===== config.mk =====
export PLATFORM = sky130hd
export DESIGN_NAME = noc_credit_tx_flat
export DESIGN_NICKNAME = d
export VERILOG_FILES = /design/src/rtl/noc_link_pkg.sv /design/src/rtl/noc_credit_tx_if.sv /design/src/rtl/noc_credit_counter.sv /design/src/rtl/noc_credit_tx.sv /design/src/flat_wrapper.sv
export SDC_FILE = /design/constraint.sdc
export NUM_CORES = 1
export LEC_CHECK = 0
export CAP_MARGIN = 20
export CORE_ASPECT_RATIO = 1.1
export CORE_MARGIN = 2
export CORE_UTILIZATION = 36
export CTS_CLUSTER_SIZE = 28
export DETAILED_ROUTE_END_ITERATION = 10
export GPL_TIMING_DRIVEN = 0
export PLACE_DENSITY_LB_ADDON = 0.05
export SLEW_MARGIN = 10
export SYNTH_ARGS = -nofsm -noshare
export SYNTH_HDL_FRONTEND = slang
export SYNTH_HIERARCHICAL = 1
export SYNTH_SLANG_ARGS = --single-unit

===== constraint.sdc =====
create_clock -name clk_noc -period 2.3 [get_ports clk_noc]
set_input_delay 0.46 -clock clk_noc [delete_from_list [all_inputs] [get_ports clk_noc]]
set_output_delay 0.46 -clock clk_noc [all_outputs]
set_load 0.02 [all_outputs]

===== src/rtl/noc_link_pkg.sv =====
// Shared types and helpers for the router-to-router credit link.
package noc_link_pkg;

  typedef enum logic {TX_HEAD, TX_BODY} tx_state_t;

  function automatic int credit_cnt_width(input int depth);
    return $clog2(depth + 1);
  endfunction

endpackage


===== src/rtl/noc_credit_tx_if.sv =====
// Flit handshake and link-side signals of the credit transmitter.
interface noc_credit_tx_if #(
  parameter int FLIT_WIDTH = 128,
  parameter int DEST_WIDTH = 6
);
  logic                  in_valid;
  logic                  in_ready;
  logic [FLIT_WIDTH-1:0] in_data;
  logic [DEST_WIDTH-1:0] in_dest;
  logic                  in_is_tail;
  logic [FLIT_WIDTH-1:0] data_out;
  logic [DEST_WIDTH-1:0] dest_out;
  logic                  is_tail_out;
  logic                  send_out;
  logic                  credit_in;

  modport slave (
    input  in_valid, in_data, in_dest, in_is_tail, credit_in,
    output in_ready, data_out, dest_out, is_tail_out, send_out
  );

  modport master (
    output in_valid, in_data, in_dest, in_is_tail, credit_in,
    input  in_ready, data_out, dest_out, is_tail_out, send_out
  );
endinterface


===== src/rtl/noc_credit_counter.sv =====
// Saturating up/down credit counter that starts full and flags overflow stickily.
module noc_credit_counter
  import noc_link_pkg::*;
#(
  parameter int DEPTH = 8,
  parameter int CW    = credit_cnt_width(DEPTH)
) (
  input  logic          clk_noc,
  input  logic          rst_n,
  input  logic          dec,
  input  logic          inc,
  output logic [CW-1:0] count,
  output logic          err
);

  localparam logic [CW-1:0] FULL = CW'(DEPTH);

  logic [CW-1:0] r_count;
  logic          r_err;

  always_ff @(posedge clk_noc or negedge rst_n) begin
    if (!rst_n) begin
      r_count <= FULL;
      r_err   <= 1'b0;
    end else begin
      unique case ({dec, inc})
        2'b10: if (r_count != '0) r_count <= r_count - CW'(1);
        2'b01: begin
          // A credit beyond the downstream FIFO depth is a protocol error: clamp and remember it.
          if (r_count == FULL) r_err   <= 1'b1;
          else                 r_count <= r_count + CW'(1);
        end
        default: ;
      endcase
    end
  end

  assign count = r_count;
  assign err   = r_err;

endmodule


===== src/rtl/noc_credit_tx.sv =====
// Credit-gated flit transmitter with packet framing; NOC_CREDIT_TX_STATS_EN adds flit/stall counters.
module noc_credit_tx
  import noc_link_pkg::*;
#(
  parameter int FLIT_WIDTH        = 128,
  parameter int DEST_WIDTH        = 6,
  parameter int FLIT_BUFFER_DEPTH = 8,
  parameter int CNT_WIDTH         = credit_cnt_width(FLIT_BUFFER_DEPTH)
) (
  input  logic                 clk_noc,
  input  logic                 rst_n,
  noc_credit_tx_if.slave       link,
  output logic [CNT_WIDTH-1:0] credit_count,
  output logic                 in_packet,
`ifdef NOC_CREDIT_TX_STATS_EN
  output logic [31:0]          flit_count,
  output logic [31:0]          stall_count,
`endif
  output logic                 credit_err
);

  logic [CNT_WIDTH-1:0]  w_count;
  logic                  w_ready;
  logic                  w_accept;

  tx_state_t             r_state;
  logic                  r_send;
  logic                  r_tail;
  logic [FLIT_WIDTH-1:0] r_data;
  logic [DEST_WIDTH-1:0] r_dest;

  noc_credit_counter #(
    .DEPTH (FLIT_BUFFER_DEPTH),
    .CW    (CNT_WIDTH)
  ) u_credit (
    .clk_noc (clk_noc),
    .rst_n   (rst_n),
    .dec     (w_accept),
    .inc     (link.credit_in),
    .count   (w_count),
    .err     (credit_err)
  );

  // Ready looks only at the registered count so a same-cycle credit cannot form a comb path.
  assign w_ready  = (w_count != '0);
  assign w_accept = link.in_valid && w_ready;

  // The latched head dest doubles as the dest_out register: in BODY both hold the same value.
  always_ff @(posedge clk_noc or negedge rst_n) begin
    if (!rst_n) begin
      r_state <= TX_HEAD;
      r_send  <= 1'b0;
      r_tail  <= 1'b0;
      r_data  <= '0;
      r_dest  <= '0;
    end else begin
      r_send <= w_accept;
      if (w_accept) begin
        r_data <= link.in_data;
        r_tail <= link.in_is_tail;
        unique case (r_state)
          TX_HEAD: begin
            r_dest <= link.in_dest;
            if (!link.in_is_tail) r_state <= TX_BODY;
          end
          TX_BODY: begin
            if (link.in_is_tail) r_state <= TX_HEAD;
          end
          default: r_state <= TX_HEAD;
        endcase
      end
    end
  end

`ifdef NOC_CREDIT_TX_STATS_EN
  logic [31:0] r_flit_cnt;
  logic [31:0] r_stall_cnt;

  always_ff @(posedge clk_noc or negedge rst_n) begin
    if (!rst_n) begin
      r_flit_cnt  <= '0;
      r_stall_cnt <= '0;
    end else begin
      if (w_accept)                    r_flit_cnt  <= r_flit_cnt + 32'd1;
      if (link.in_valid && !w_ready)   r_stall_cnt <= r_stall_cnt + 32'd1;
    end
  end

  assign flit_count  = r_flit_cnt;
  assign stall_count = r_stall_cnt;
`endif

  assign link.in_ready    = w_ready;
  assign link.send_out    = r_send;
  assign link.data_out    = r_data;
  assign link.dest_out    = r_dest;
  assign link.is_tail_out = r_tail;
  assign credit_count     = w_count;
  assign in_packet        = (r_state == TX_BODY);

endmodule

===== src/flat_wrapper.sv =====
// flat-port wrapper written by rule: the top's interface ports become plain ports
module noc_credit_tx_flat import noc_link_pkg::*;
#(
  parameter int FLIT_WIDTH        = 128,
  parameter int DEST_WIDTH        = 6,
  parameter int FLIT_BUFFER_DEPTH = 8,
  parameter int CNT_WIDTH         = credit_cnt_width(FLIT_BUFFER_DEPTH)
)
  (clk_noc, rst_n, credit_count, in_packet, credit_err, link_in_valid, link_in_data, link_in_dest, link_in_is_tail, link_credit_in, link_in_ready, link_data_out, link_dest_out, link_is_tail_out, link_send_out);
  noc_credit_tx_if #(.FLIT_WIDTH(FLIT_WIDTH), .DEST_WIDTH(DEST_WIDTH)) link_i ();
  input  logic clk_noc;
  input  logic rst_n;
  output logic [CNT_WIDTH-1:0] credit_count;
  output logic in_packet;
  output logic credit_err;
  input wire logic [$bits(link_i.in_valid)-1:0] link_in_valid;
  input wire logic [$bits(link_i.in_data)-1:0] link_in_data;
  input wire logic [$bits(link_i.in_dest)-1:0] link_in_dest;
  input wire logic [$bits(link_i.in_is_tail)-1:0] link_in_is_tail;
  input wire logic [$bits(link_i.credit_in)-1:0] link_credit_in;
  output wire logic [$bits(link_i.in_ready)-1:0] link_in_ready;
  output wire logic [$bits(link_i.data_out)-1:0] link_data_out;
  output wire logic [$bits(link_i.dest_out)-1:0] link_dest_out;
  output wire logic [$bits(link_i.is_tail_out)-1:0] link_is_tail_out;
  output wire logic [$bits(link_i.send_out)-1:0] link_send_out;
  assign link_i.in_valid = link_in_valid;
  assign link_i.in_data = link_in_data;
  assign link_i.in_dest = link_in_dest;
  assign link_i.in_is_tail = link_in_is_tail;
  assign link_i.credit_in = link_credit_in;
  assign link_in_ready = link_i.in_ready;
  assign link_data_out = link_i.data_out;
  assign link_dest_out = link_i.dest_out;
  assign link_is_tail_out = link_i.is_tail_out;
  assign link_send_out = link_i.send_out;
  noc_credit_tx #(.FLIT_WIDTH(FLIT_WIDTH), .DEST_WIDTH(DEST_WIDTH), .FLIT_BUFFER_DEPTH(FLIT_BUFFER_DEPTH), .CNT_WIDTH(CNT_WIDTH)) u_core (.clk_noc(clk_noc), .rst_n(rst_n), .link(link_i), .credit_count(credit_count), .in_packet(in_packet), .credit_err(credit_err));
endmodule

==> flow_summary.ini <==
[setup_path]
worst-path-buf-inv = 1
slowest_delay_ns = 0.54
critPathLaunchType = flip-flop
regToRegEndpoint = u_core/u_credit/count[3]
crit_arrival_ns = 1.76
path_class = reg2out
crit_fanout = 7
r2r_cells = 8
r2r_slack_ns = 0.08
end_kind = output port
path_cells = or4_1 > dlygate4sd2_1
cp.required_ns = 1.84
critical-path-top-delay-family = simple AND/OR/NAND/NOR gates
cp.depth = 2
crit_slowest_cell = or4_1
r2r_start = u_core/u_credit/count[0]

[finish]
ff_latch_area_um2 = 3560
nNetsFinal = 1038
layout-drive-gt1-share_pct = 7.93
antenna_cells = 0
multiInputGateArea_um2 = 1770
syn_to_final_growth_pct = 68.6
fill_cells = 1294
final_util_pct = 61.4

[yosys]
synth_cell_type_count = 24
synth_area_leaders = dfrtp_1 65%, nand2_1 27%, buf_2 2.0%, mux2_2 1.2%, o41ai_4 0.51%
yosysWarnings = 6
synth_seq_area_share_pct = 65.3
synth_ff_type = dfrtp_1
synth.avg_cell_area_um2 = 9.21
synth_top_area_cell = dfrtp_1
synth_cells = 591
async_flop_share_pct = 100
synth.cell_area_um2 = 5440
synth_seq_cells = 142
syn_nets = 733
yosysMostFrequentCell = nand2_1
synth_top_area_share_pct = 64.8
synth_edf_count = 0
ys_top_cells_by_count = 390 x nand2_1, 141 x dfrtp_1, 22 x buf_2, 6 x clkbuf_1, 6 x mux2_2

[grt]
grt_max_degree = 81
antenna_found_initial = 0
use_met2_pct = 33.7
busiest_layer = met2
use_met1_pct = 23.7
grt_usage_pct = 20.5
grtUsageMet3_pct = 8.28
grt_pass1_wl_um = 25500
gr-total-overflow = 0
first_global_vias = 4843

[clocking]
ctsHtreeMaxLevel = 4
cts_made_buffers = 17
cts_max_path_buffers = 2
clock_latency_ns = 0.41
cts_tree = done
clockRootBuffer = clkbuf_16
clk_pin_slew_worst_paths_ns = 0.06
clkSinkCount = 142

[placement]
gp_congestion = 0.752
hpwlAfterDp_um = 12200
portBuffers = 281

[run]
maxCapViolCount = 0

[drt]
drt_pass1_iterations = 4
routed_via_density = 4.40
postRouteWirelength_um = 16200
drtIter0Drc = 184
num_vias = 4853
ant_nets = 0
drc = 0
wire_per_inst_um = 14.7

[timing]
period_needed_ns = 2.22
slew_viol_final = 0
min_period_over_period_pct = 96.5
timing.fmax_mhz = 450
setup_viol = 0
final-hold-violation-count = 0
tns_ns = 0
tightest_slew_ns = 0.751
rsz0062_at_grt = no
relSlewSlack_pct = 49.9
fin_skew_ns = 0.00555

[floorplanning]
ios = 282
die_area_um2 = 16100
die_y_um = 133
start_util_pct = 36.4
fp.dieW_um = 121
rows = 47
coreArea_um2 = 14900

[power_and_ir_drop]
p_per_area_nw_per_um2 = 1090
ir_worst_vdd_mv = 0.483
leakagePower_nw = 4.47
p_total_mw = 10.0

[min_path]
worstHoldPathType = in2async

[run_status]
status = finished, final reports clean
==> worst max path at each step <==
stage                                   from                  endpoint  slack [ns]
floorplan           u_core/u_credit/count[2]  u_core/u_credit/count[3]        0.02
global placement                       rst_n  u_core/u_credit/count[0]       -5.44
detailed placement             link_in_valid  u_core/u_credit/count[3]       -0.35
CTS                 u_core/u_credit/count[2]  u_core/u_credit/count[3]       -0.06
global route        u_core/u_credit/count[1]             link_in_ready        0.02
finish              u_core/u_credit/count[1]             link_in_ready        0.08
==> state kept, by name, summed over array words and instances, names as in the netlist <==
register,count
u_core/u_credit/err,1
u_core/link.dest_out,6
u_core/link.data_out,128
u_core/in_packet,1
u_core/u_credit/count,4
u_core/link.send_out,1
u_core/link.is_tail_out,1
==> report_power, final <==
group	internal, mW	switching (mW)	leakage, nW	total [mW]
logic	1.78	1.98	2.47	3.76
registers	3.16	0.419	1.72	3.58
clock network	1.72	0.974	0.278	2.70
==> worst reg2reg max path: stages, from the launching register on <==
cell	delay, ns
dfrtp_2	0.48
o41ai_4	0.41
bufinv_8	0.25
nand2b_4	0.17
ha_4	0.30
nand3_1	0.09
and3_1	0.20
o21ai_2	0.12
xnor2_1	0.13
==> layout make-up <==
type,instances,area share (%)
clock inverter,7,1.23
multi-input combinational,419,19.3
clock buffer,24,5.03
buffer,27,1.40
tap,196,2.67
sequential,142,38.8
timing repair buffer,287,31.4
inverter,2,0.232
==> cell families (layout without fill, tap and decap cells) <==
kind of cell               count (synthesis)  after routing  synth area share (%)
muxes                                      6              6                  1.24
DFF                                      142            142                  65.3
xor gates and xnor gates                   5              5                 0.805
AOI/OAI and AO/OA                          8              8                  1.56
adders and majority gates                  3              3                 0.828
buffers and inverters                     30            347                  2.57
and+or+nand+nor                          397            397                  27.7
==> per-stage QoR <==
| step | instances | area [µm²] | hold slack [ns] | worst slack (ns) |
|---|---|---|---|---|
| 2_1_floorplan | 591 | 5450 | 0.164 | 0.0167 |
| 5_1_grt | 1104 | 9180 | 0.0637 | 0.0157 |
| 4_1_cts | 1099 | 9110 | 0.0430 | -0.0570 |
| 3_3_place_gp | 1068 | 8510 | 0.456 | -5.44 |
| 3_5_place_dp | 1069 | 8540 | 0.461 | -0.351 |
| 6_report | 1104 | 9180 | 0.0357 | 0.0797 |
==> cells in the final DEF, fill, tap and decap left out <==
| cell | n |
|---|---|
| dlygate4sd2_1 | 1 |
| clkdlybuf4s50_1 | 279 |
| mux2_2 | 6 |
| nand3_1 | 1 |
| and3_1 | 1 |
| ha_1 | 1 |
| a21oi_2 | 1 |
| o21ai_2 | 1 |
| buf_4 | 5 |
| dfrtp_1 | 138 |
| buf_16 | 1 |
| buf_2 | 22 |
| inv_1 | 1 |
| nor2_1 | 2 |
| xnor2_1 | 3 |
| clkinv_2 | 3 |
| bufinv_16 | 3 |
| clkbuf_1 | 11 |
| a41o_1 | 1 |
| xor2_1 | 2 |
| buf_6 | 1 |
| nand2b_4 | 1 |
| dfstp_2 | 1 |
| a21oi_1 | 2 |
| fa_1 | 1 |
| or4_1 | 1 |
| dfrtp_2 | 3 |
| o41ai_4 | 1 |
| nor3_2 | 1 |
| a21oi_4 | 1 |
| clkbuf_16 | 17 |
| ha_4 | 1 |
| clkinvlp_4 | 1 |
| clkbuf_8 | 1 |
| nand2_1 | 390 |
| bufinv_8 | 1 |
| o21a_1 | 1 |
==> what timing repair did <==
action | 4_1_cts | 5_1_grt
pin swaps | 1 | 1
resized for setup | 2 | 5
hold buffers | 0 | 0
setup endpoints to repair | 3 | 3
buffers inserted | 0 | 5
cloned | 0 | 0
==> routing by layer <==
layer,routed length [µm],up-vias
li1,-,2403
met4,380,0
met2,7900,196
met1,6310,2227
met5,0,-
met3,1640,27
Power figures use the tool's default switching activity.
==> RTL edit (same flow settings) <==
`FLIT_WIDTH` is set to 128 in 3 places; all go to 192.
--- a/src/rtl/noc_credit_tx_if.sv
+++ b/src/rtl/noc_credit_tx_if.sv
@@ -1,6 +1,6 @@
 // Flit handshake and link-side signals of the credit transmitter.
 interface noc_credit_tx_if #(
-  parameter int FLIT_WIDTH = 128,
+  parameter int FLIT_WIDTH = 192,
   parameter int DEST_WIDTH = 6
 );
   logic                  in_valid;
--- a/src/rtl/noc_credit_tx.sv
+++ b/src/rtl/noc_credit_tx.sv
@@ -2,7 +2,7 @@
 module noc_credit_tx
   import noc_link_pkg::*;
 #(
-  parameter int FLIT_WIDTH        = 128,
+  parameter int FLIT_WIDTH        = 192,
   parameter int DEST_WIDTH        = 6,
   parameter int FLIT_BUFFER_DEPTH = 8,
   parameter int CNT_WIDTH         = credit_cnt_width(FLIT_BUFFER_DEPTH)
--- a/src/flat_wrapper.sv
+++ b/src/flat_wrapper.sv
@@ -1,7 +1,7 @@
 // flat-port wrapper written by rule: the top's interface ports become plain ports
 module noc_credit_tx_flat import noc_link_pkg::*;
 #(
-  parameter int FLIT_WIDTH        = 128,
+  parameter int FLIT_WIDTH        = 192,
   parameter int DEST_WIDTH        = 6,
   parameter int FLIT_BUFFER_DEPTH = 8,
   parameter int CNT_WIDTH         = credit_cnt_width(FLIT_BUFFER_DEPTH)
Interface: changed (resized link_data_out and link_in_data); port bits go from 282 to 410. The function was not compared with the original's and may differ.
==> RTL edit against the original RTL <==
- non-clock buffer count rose by 147
- design area increased by 45%
- synthesized cell count is 46% higher
- sequential cell count grew 64
- setup slack got worse by 0.030 ns
- routed wire length is 62% higher
- first-iteration DRC count up 59%
- clock power rose by 50%
- synthesized area rose by 44%
- die area is 42% higher
- power increased by 45%
==> RTL edit: results (changes against the original RTL) <==
Run status
  – Status: finished, final reports clean (unchanged)

Global route
  – Overall global routing resource usage: 0.2206 (was 0.2046)
  – Largest net degree at the start of global routing: 79 (was 81)
  – First-pass GRT wire length: 38.98 mm (was 25.50 mm)

Synthesis
  – Syn Nets: 1067 (was 733)
  – Register area share after synthesis: 0.6591 (was 0.6531)
  – Ranking of synthesized cells by area: dfrtp_1 (66%), nand2_1 (28%), buf_2 (1.7%), mux2_2 (0.86%), clkbuf_1 (0.77%) (was dfrtp_1 (65%), nand2_1 (27%), buf_2 (2.0%), mux2_2 (1.2%), o41ai_4 (0.51%))
  – Post-Synth Adder-Cell Area: 0.005758 (was 0.008276)
  – Post-synthesis mux area share: 0.008637 (was 0.01241)
  – Mapped Cells: 861 (was 591)
  – Synth top area share: 0.6558 (was 0.6483)
  – Compound-Gate Fraction of Synth Area: 0.01088 (was 0.01563)
  – Post-synth top cells: nand2_1 (582), dfrtp_1 (205), buf_2 (26) (was nand2_1 (390), dfrtp_1 (141), buf_2 (22))
  – Xor and xnor fraction of the mapped netlist area: 0.005598 (was 0.008046)

Cells and area
  – Clock network share of area: 0.06350 (was 0.06258)
  – Layout area overhead: 70.03% (was 68.62%)
  – Multi-input logic portion of the cell area: 0.1877 (was 0.1930)
  – Clock buffers: 31 (was 24)
  – Nonclk buf count: 461 (was 314)
  – Fillers: 1885 (was 1294)
  – Largest register FFs: 192 (was 128)
  – Non-clock buffer share: 0.3318 (was 0.3276)
  – Final net count: 1511 (was 1038)
  – Register Area: 5160 µm² (was 3558 µm²)
  – Share of cells above drive strength 1: 0.07343 (was 0.07930)
  – Antenna diodes: 1 (was 0)

Power
  – Internal power: 9640 µW (was 6666 µW)
  – P_seq: 5110 µW (was 3580 µW)
  – Worst vdd ir: 0.6356 mV (was 0.4829 mV)
  – Switching share of total power: 0.3368 (was 0.3360)

Min path
  – Hold WC Path Type: flop to flop (was input pin to async pin)

Drt
  – Drt total wl: 26.34 mm (was 16.23 mm)
  – Starting DRT DRC Count: 292 (was 184)
  – WL/cell: 16.34 µm (was 14.70 µm)
  – Vias per cell: 4.388 (was 4.396)

Setup path
  – Worst-path fanout max: 6 (was 7)
  – Crit path DAT: 1.79 ns (was 1.76 ns)

Clock tree
  – Post_cts resized: 3 (was 2)
  – Hold Buf Count CTS: 1 (was 0)
  – CTS Buffer Depth: 3 (was 2)
  – Clk_lat worst skew: 0.50 ns (was 0.41 ns)
  – Clock Sinks: 206 (was 142)

Timing
  – Slew @ Worst Pin: 0.7065 ns (was 0.7514 ns)
  – Fin Clk Skew: 0.01142 ns (was 0.005545 ns)

Placement
  – Dpl hpwl: 19.75 mm (was 12.16 mm)
  – GP Congestion: 0.8132 (was 0.7516)
  – IO Port Bufs: 409 (was 281)
[RTL edit: worst paths after layout]
check                                          from                        to  slack (ns)  cells after the start
setup reg to reg           u_core/u_credit/count[1]  u_core/u_credit/count[3]        0.13                      8
min in group asynchronous                     rst_n  u_core/link.data_out[34]        0.50                      2
setup / recovery           u_core/u_credit/count[1]             link_in_ready        0.05                      2
max in group asynchronous                     rst_n  u_core/u_credit/count[0]        1.00                      3
hold / removal                  u_core/u_credit/err       u_core/u_credit/err        0.47                      1
hold reg to reg                 u_core/u_credit/err       u_core/u_credit/err        0.47                      1
[RTL edit: routing by layer]
metal | up-vias | track usage | wire length (µm)
li1 | 3489 | - | -
met1 | 3258 | 0.2445 | 9686
met2 | 295 | 0.3911 | 13040
met3 | 31 | 0.08812 | 2991
met4 | 0 | 0.06288 | 618
met5 | - | 0 | 0
[RTL edit: worst max-delay path: cells and delay by family (launching register included)]
family	cells	cell delay [ns]
buffers and inverters	1	0.31
DFF	1	0.46
and+or+nand+nor	1	0.53
